**src/rtl/stack_xfer_ctrl.sv**
```systemverilog
// ---------------------------------------------------------------------------
// stack_xfer_ctrl
// Sequencer for multi-word push/pop through a stack-pointer register.
// Push pre-decrements SP and writes at the new SP; pop reads at the current
// SP and post-increments it. One SP step is applied per word.
//
// Ports:
//   clk, rst            clock, asynchronous active-high reset
//   start, op, words    request from control unit (op: 0 push, 1 pop)
//   busy, done, err     status; done/err are one-cycle pulses
//   sp_oe_a, sp_count,  controls to the SP register
//   sp_pre_count,
//   sp_post_count
//   sp_bus              SP value as seen on bus a
//   mem_addr, mem_req,  memory port (mem_addr is latched from sp_bus)
//   mem_we, mem_ready
// ---------------------------------------------------------------------------
module stack_xfer_ctrl #(
    parameter int WORD_BYTES = 1,
    parameter int TIMEOUT    = 255
) (
    input  logic        clk,
    input  logic        rst,
    input  logic        start,
    input  logic        op,
    input  logic [3:0]  words,
    output logic        busy,
    output logic        done,
    output logic        err,
    output logic        sp_oe_a,
    output logic [7:0]  sp_count,
    output logic        sp_pre_count,
    output logic        sp_post_count,
    input  logic [31:0] sp_bus,
    output logic [31:0] mem_addr,
    output logic        mem_req,
    output logic        mem_we,
    input  logic        mem_ready
);

    localparam int              TW           = $clog2(TIMEOUT + 1);
    localparam logic [7:0]      STEP_POS     = 8'(WORD_BYTES);
    localparam logic [7:0]      STEP_NEG     = 8'(-WORD_BYTES);
    localparam logic [TW-1:0]   TIMEOUT_LAST = TW'(TIMEOUT - 1);
    localparam logic            OP_PUSH      = 1'b0;

    typedef enum logic [1:0] {
        IDLE = 2'd0,
        ADDR = 2'd1,
        REQ  = 2'd2,
        DONE = 2'd3
    } state_t;

    state_t          state_r;
    state_t          state_next_s;
    logic            op_r;
    logic [3:0]      remaining_r;
    logic [TW-1:0]   tcnt_r;
    logic            abort_r;
    logic [31:0]     addr_r;

    // State register and per-operation bookkeeping
    always_ff @(posedge clk or posedge rst) begin
        if (rst) begin
            state_r     <= IDLE;
            op_r        <= 1'b0;
            remaining_r <= 4'd0;
            tcnt_r      <= '0;
            abort_r     <= 1'b0;
            addr_r      <= 32'd0;
        end else begin
            state_r <= state_next_s;
            case (state_r)
                IDLE: begin
                    if (start) begin
                        op_r        <= op;
                        remaining_r <= words;
                        abort_r     <= 1'b0;
                    end
                end
                ADDR: begin
                    // SP drives the (pre-stepped for push) address this cycle
                    addr_r <= sp_bus;
                    tcnt_r <= '0;
                end
                REQ: begin
                    if (mem_ready) begin
                        remaining_r <= remaining_r - 4'd1;
                    end else begin
                        tcnt_r <= tcnt_r + TW'(1);
                        if (tcnt_r == TIMEOUT_LAST) begin
                            abort_r <= 1'b1;
                        end
                    end
                end
                default: begin
                end
            endcase
        end
    end

    // Next-state decode
    always_comb begin
        state_next_s = state_r;
        case (state_r)
            IDLE: begin
                if (start) begin
                    state_next_s = (words == 4'd0) ? DONE : ADDR;
                end else begin
                    state_next_s = IDLE;
                end
            end
            ADDR: state_next_s = REQ;
            REQ: begin
                if (mem_ready) begin
                    state_next_s = (remaining_r == 4'd1) ? DONE : ADDR;
                end else if (tcnt_r == TIMEOUT_LAST) begin
                    state_next_s = DONE;
                end else begin
                    state_next_s = REQ;
                end
            end
            DONE:    state_next_s = IDLE;
            default: state_next_s = IDLE;
        endcase
    end

    // Output decode from the state register; reset forces IDLE so every
    // SP control line drops at once and no step lands on a later edge.
    always_comb begin
        busy          = 1'b0;
        done          = 1'b0;
        err           = 1'b0;
        sp_oe_a       = 1'b0;
        sp_count      = 8'd0;
        sp_pre_count  = 1'b0;
        sp_post_count = 1'b0;
        mem_req       = 1'b0;
        mem_we        = 1'b0;
        case (state_r)
            IDLE: begin
                busy = 1'b0;
            end
            ADDR: begin
                busy    = 1'b1;
                sp_oe_a = 1'b1;
                if (op_r == OP_PUSH) begin
                    sp_count     = STEP_NEG;
                    sp_pre_count = 1'b1;
                end else begin
                    sp_count      = STEP_POS;
                    sp_post_count = 1'b1;
                end
            end
            REQ: begin
                busy    = 1'b1;
                mem_req = 1'b1;
                mem_we  = (op_r == OP_PUSH);
            end
            DONE: begin
                busy = 1'b1;
                done = 1'b1;
                err  = abort_r;
            end
            default: begin
                busy = 1'b0;
            end
        endcase
    end

    assign mem_addr = addr_r;

endmodule

```
**config.mk**
```make
export PLATFORM = sky130hd
export DESIGN_NAME = stack_xfer_ctrl
export DESIGN_NICKNAME = d
export VERILOG_FILES = /design/src/rtl/stack_xfer_ctrl.sv
export SDC_FILE = /design/constraint.sdc
export NUM_CORES = 1
export LEC_CHECK = 0
export ABC_AREA = 1
export CAP_MARGIN = 40
export CORE_AREA = 2 2 73 75
export DETAILED_ROUTE_END_ITERATION = 8
export DIE_AREA = 0 0 75 77
export PLACE_DENSITY = 0.82
export SLEW_MARGIN = 30
export SYNTH_ARGS = -nofsm -noshare
export SYNTH_HDL_FRONTEND = slang
export SYNTH_SLANG_ARGS = --single-unit
```
**constraint.sdc**
```tcl
create_clock -name clk -period 3.7 [get_ports clk]
set_input_delay 0.74 -clock clk [delete_from_list [all_inputs] [get_ports clk]]
set_output_delay 0.74 -clock clk [all_outputs]
set_load 0.05 [all_outputs]
```
==> impl_metrics.tcl, run 1 <==
set metrics [dict create \
    status "finished clean" \
    cts_root_buffer "clkbuf_8" \
    via_per_inst 4.59 \
    slew_viol_final 0 \
    fin_cells 426 \
    overflow 0 \
    setup_viol 0 \
    finalCritPeriodShare_pct 74.5 \
    required_ps 2960 \
    synth_edf_count 0 \
    grt_use_met2_pct 32.6 \
    pin_count 89 \
    drc 0 \
    drt_iter0_drc 133 \
    firstDrtPassIters 4 \
    crit_path_top_delay_cell "clkdlybuf4s50_1" \
    ys_seq_area_share_pct 54.2 \
    drtAntennaViolNets 0 \
    synth.distinct_cells 20 \
    cp-start-kind "flip-flop" \
    yosys.area.top_type_share_pct 54.2 \
    hold_buffers 0 \
    hold_slack_ps 482 \
    nets 400 \
    ys_dominant_reg_cell "dfrtp_1" \
    yosys.area.top_type "dfrtp_1" \
    syn-instance-count 274 \
    synth_area_um2 2220 \
    ir_drop_uv 583 \
    avgSynthCellArea_um2 8.09 \
    core-area_um2 4980 \
    drive_above_1_share_pct 7.30 \
    antenna_found_initial 0 \
    fp.dieH_um 77 \
    rsz0062_at_grt "false" \
    fin_skew_ps 8.02 \
    h-tree-depth 2 \
    post_cts_buffers 0 \
    period_minus_slack_ps 2760 \
    maxSlewHeadroom_pct 61.7 \
    yosys-top-cells-area "dfrtp_1, nand2_1, inv_1, nor2_1, buf_4" \
    met3_usage_pct 6.83 \
    grtUsageMet1_pct 23.7 \
    dieArea_um2 5780 \
    cts.clk_slew.worst_paths_ps 80 \
    tightest_slew_ps 574 \
    max_freq_mhz 363 \
    row_count 26 \
    p_leak_uw 0.00159 \
    critPathArrivalTime_ps 2020 \
    clk_latency_ps 300 \
    cts_tree "yes" \
    fin_setup_tns_ps 0 \
    finalPower_uw 3290 \
    clock_path_buffers 2 \
    crit_path_start "state_r[0]" \
    yosysMostFrequentCell "nand2_1" \
    worstSetupEndpointType "output port" \
    start_util_pct 44.5 \
    worstSetupPathType "flip-flop to output port" \
    slowest_delay_ps 820 \
    dp.cells 418 \
    routed_wl_mm 5.14 \
    fp.dieW_um 75 \
    crit_family "buffers and inverters" \
    portBuffers 88 \
    grt_usage_pct 19.7 \
    clock-sinks 48 \
    cts_resized 0 \
    ys_ff_latch 48 \
    ys_warn_count 0 \
    power.density_nw_per_um2 1020 \
    hp-class "flip-flop to flip-flop" \
    cap_violations 0 \
    ys_top_cells_by_count "nand2_1, dfrtp_1, inv_1, nor2_1, nand3_1" \
    num_vias 1956 \
    cp_max_fo 9 \
    async_flop_share_pct 100 \
    place_congestion 0.849 \
    cts_made_buffers 5 \
    wl_per_cell_um 12.1 \
    grt_pass1_vias 2000 \
    grt_max_degree 49 \
    grt_pass1_wl_mm 8.80 \
    fillers 403 \
    syn_nets 319 \
    place_area_um2 3090 \
    busiest_layer "met2" \
    antennaDiodeCount 0 \
    worstPathCellList "inv_1, nand2_1, nor2_1, clkdlybuf4s50_1" \
    place_hpwl_mm 3.76 \
    r2r_start "state_r[1]" \
    hold_viol_final 0 \
    critPathBufInv 2 \
    areaGrowthSynthToFinish_pct 44.9 \
    design_area_um2 3210 \
    holdCritStartpoint "mem_addr[22]" \
]
==> registers in the layout (all words and copies together) (netlist names) <==
name / cells
abort_r: 1
tcnt_r: 8
state_r: 2
remaining_r: 4
mem_addr: 32
op_r: 1
==> cells in the final DEF (no fill, tap or decap) <==
| cell | n |
|---|---|
| nand3_1 | 11 |
| nand2_1 | 134 |
| nand2_2 | 1 |
| clkinv_4 | 1 |
| o21ai_0 | 10 |
| o21ai_4 | 1 |
| dfrtp_1 | 48 |
| nand4_1 | 4 |
| xnor2_1 | 1 |
| nand2_4 | 1 |
| inv_1 | 17 |
| inv_4 | 1 |
| inv_2 | 1 |
| nor2_4 | 1 |
| nor2_1 | 18 |
| clkdlybuf4s50_1 | 78 |
| nor3_1 | 1 |
| clkbuf_8 | 6 |
| ha_1 | 4 |
| buf_12 | 2 |
| buf_4 | 10 |
| o211ai_1 | 1 |
| a21oi_1 | 3 |
| bufinv_16 | 1 |
==> through the flow <==
stage / worst slack [ps] / utilization (%)
after floorplan: 864 / -
after global placement: 1290 / 62.0
after detailed placement: 1260 / 62.1
after CTS: 922 / 64.5
after global routing: 839 / 64.5
final: 945 / 64.5
==> per-layer routing <==
metal / routed length, µm / up-vias
li1: - / 990
met1: 2140 / 893
met2: 2500 / 65
met3: 407 / 8
met4: 89 / 0
met5: 0 / -
==> worst paths after layout <==
check	endpoint	slack [ps]	cells after the start
max	mem_we	940	4
min	mem_addr[22]	480	2
max reg2reg	mem_addr[9]	2020	7
min reg2reg	mem_addr[22]	480	2
max in group asynchronous	mem_addr[17]	2450	2
min in group asynchronous	remaining_r[2]	870	2
==> worst min-delay path: stages, from the launching register on <==
cell and delay [ps]:
dfrtp_1 350, nand2_1 50, nand2_1 50
==> cells by family (layout without fill, tap and decap cells) <==
kind of cell	Yosys count	in the layout	synth area share (%)
AND/OR/NAND/NOR	171	171	30.9
flip-flops	48	48	54.2
buffers and inverters	35	117	8.30
AO/OA/AOI/OAI	15	15	4.01
adder cells (fa/ha/maj)	4	4	2.26
XOR/XNOR	1	1	0.395
==> cell type report <==
cell class / instances / area [µm²] / share of cell area [%]
Clock buffer: 6 / 82.6 / 2.57
Clock inverter: 2 / 38.8 / 1.21
Inverter: 19 / 73.8 / 2.30
Multi-Input combinational cell: 191 / 832 / 25.9
Sequential cell: 48 / 1200 / 37.4
Tap cell: 70 / 87.6 / 2.73
Timing Repair Buffer: 90 / 896 / 27.9
==> power by group <==
| group | total [µW] | internal (µW) | leakage [µW] | switching [µW] |
|---|---|---|---|---|
| clock | 393 | 221 | 0.0000614 | 172 |
| sequential | 886 | 745 | 0.000604 | 141 |
| combinational | 2010 | 627 | 0.000929 | 1390 |
| total | 3290 | 1590 | 0.00159 | 1700 |
No activity file was read; power rests on OpenSTA's default activity.
==> run 2, diff against run 1 <==
--- a/config.mk
+++ b/config.mk
@@ -7,10 +7,10 @@
 export LEC_CHECK = 0
 export ABC_AREA = 1
 export CAP_MARGIN = 40
-export CORE_AREA = 2 2 73 75
+export CORE_AREA = 2 2 79 81
 export DETAILED_ROUTE_END_ITERATION = 8
-export DIE_AREA = 0 0 75 77
-export PLACE_DENSITY = 0.82
+export DIE_AREA = 0 0 81 83
+export PLACE_DENSITY = 0.74
 export SLEW_MARGIN = 30
 export SYNTH_ARGS = -nofsm -noshare
 export SYNTH_HDL_FRONTEND = slang
==> constraint.sdc (replaced) <==
create_clock -name clk -period 2.2 [get_ports clk]
set_input_delay 0.44 -clock clk [delete_from_list [all_inputs] [get_ports clk]]
set_output_delay 0.44 -clock clk [all_outputs]
set_load 0.05 [all_outputs]
==> run 2 against run 1 <==
Against the previous run:
- clock-buffer cell count unchanged
- worst setup slack got worse by 860 ps
- largest cell class unchanged
- combinational power is 81% higher
==> impl_metrics.tcl, run 2 (synthesized netlist as in run 1, its figures left out) <==
set metrics [dict create \
    max_freq_mhz 472 \
    row_count 28 \
    power.density_nw_per_um2 1700 \
    utilization_pct 57.7 \
    finalCritPeriodShare_pct 96.3 \
    r2r_start "state_r[1]" \
    fp.dieW_um 81 \
    wl_met3_um 343 \
    multi_input_area_um2 835 \
    antennaDiodeCount 0 \
    wl_per_cell_um 11.9 \
    overflow 0 \
    setup_viol 0 \
    top_layer_used "met4" \
    cts.clk_slew.worst_paths_ps 80 \
    core-area_um2 5820 \
    register_area_um2 1200 \
    fin_cells 436 \
    cts_made_buffers 5 \
    routed_wl_mm 5.19 \
    wl_met1_mm 2.25 \
    grt_pass1_vias 1905 \
    pin_count 89 \
    drive_above_1_share_pct 9.42 \
    tightest_slew_ps 519 \
    areaGrowthSynthToFinish_pct 51.5 \
    clk_latency_ps 290 \
    hold_slack_ps 417 \
    worstSetupPathType "flip-flop to output port" \
    nets 405 \
    place_hpwl_mm 3.91 \
    fp.dieH_um 83 \
    maxSlewHeadroom_pct 65.3 \
    period_minus_slack_ps 2120 \
    slew_viol_final 0 \
    grt_max_degree 25 \
    clock_path_buffers 2 \
    status "finished clean" \
    cp-start-kind "flip-flop" \
    dieArea_um2 6720 \
    cp_max_fo 4 \
    fin_skew_ps 4.39 \
    rsz0062_at_grt "false" \
    hold_viol_final 0 \
    antenna_found_initial 0 \
    fillers 538 \
    cap_violations 0 \
    largest_register_ffs 32 \
    drtAntennaViolNets 0 \
    fin_setup_tns_ps 0 \
    via_per_inst 4.58 \
    ir_drop_uv 893 \
    final_cell_mix "nand2_1, clkdlybuf4s50_1, dfrtp_1" \
    firstDrtPassIters 4 \
    start_util_pct 38.1 \
    cts_tree "yes" \
    cts_root_buffer "clkbuf_8" \
    hp-class "input pin to asynchronous set/reset pin" \
    place_congestion 0.803 \
    hold_buffers 0 \
    num_vias 1998 \
    clock-sinks 48 \
    grt_pass1_wl_mm 8.63 \
    crit_path_start "state_r[0]" \
    p_leak_uw 0.00165 \
    grt_usage_pct 16.1 \
    h-tree-depth 2 \
    portBuffers 88 \
    final_common_cell "nand2_1" \
    dp.cells 428 \
    drt_iter0_drc 88 \
    worstSetupEndpointType "output port" \
    required_ps 1760 \
    drc 0 \
    critPathArrivalTime_ps 1680 \
    met2_length_mm 2.55 \
]
run 2: cell types whose count changed in the layout (fill, tap and decap cells not counted), sizes merged:
cell | before | now
clkdlybuf4s50 | 78 | 74
buf | 12 | 20
dlygate4sd2 | 0 | 1
run 2: area by class of cell:
cell class / instances / area share, %
Sequential cell: 48 / 35.8
Timing Repair Buffer: 95 / 31.3
Multi-Input combinational cell: 191 / 24.9
Tap cell: 75 / 2.79
Clock buffer: 6 / 2.16
Inverter: 19 / 2.12
Clock inverter: 2 / 1.04
run 2: through the flow:
stage	area, µm²	total power (µW)	setup slack, ps
after floorplan	2220	3880	8.72
after global placement	3250	5090	389
after detailed placement	3250	5140	320
after CTS	3360	5780	69.3
after global routing	3360	6070	21.2
final	3360	5730	80.9
run 2: final timing paths:
kind,endpoint,slack [ps],depth (start not counted)
max,busy,80,3
min,abort_r,420,2
max reg2reg,tcnt_r[1],700,7
min reg2reg,mem_addr[22],480,2
max in group asynchronous,mem_addr[4],1310,3
min in group clk,mem_addr[22],480,2
run 2: critical path, cell delays in order (launching register included):
cell and delay [ps]:
dfrtp_1 430, inv_1 90, nand2_1 60, clkdlybuf4s50_1 800
run 2: what timing repair did:
action / CTS / global route
gates resized for setup: 1 / 0
setup endpoints to repair: 1 / 0
setup buffers: 0 / 0
run 2: per-layer routing:
layer,global-route usage [%],vias to the layer above
met4,4.01,0
met5,0,-
met1,19.9,930
li1,-,1001
met2,27.3,60
met3,4.78,7
run 2: power by group:
group / switching (µW) / total (µW) / leakage (µW) / internal (µW)
logic: 2380 / 3630 / 0.000996 / 1240
registers: 232 / 1480 / 0.000604 / 1250
clock network: 277 / 614 / 0.0000552 / 337
total: 2890 / 5730 / 0.00165 / 2830
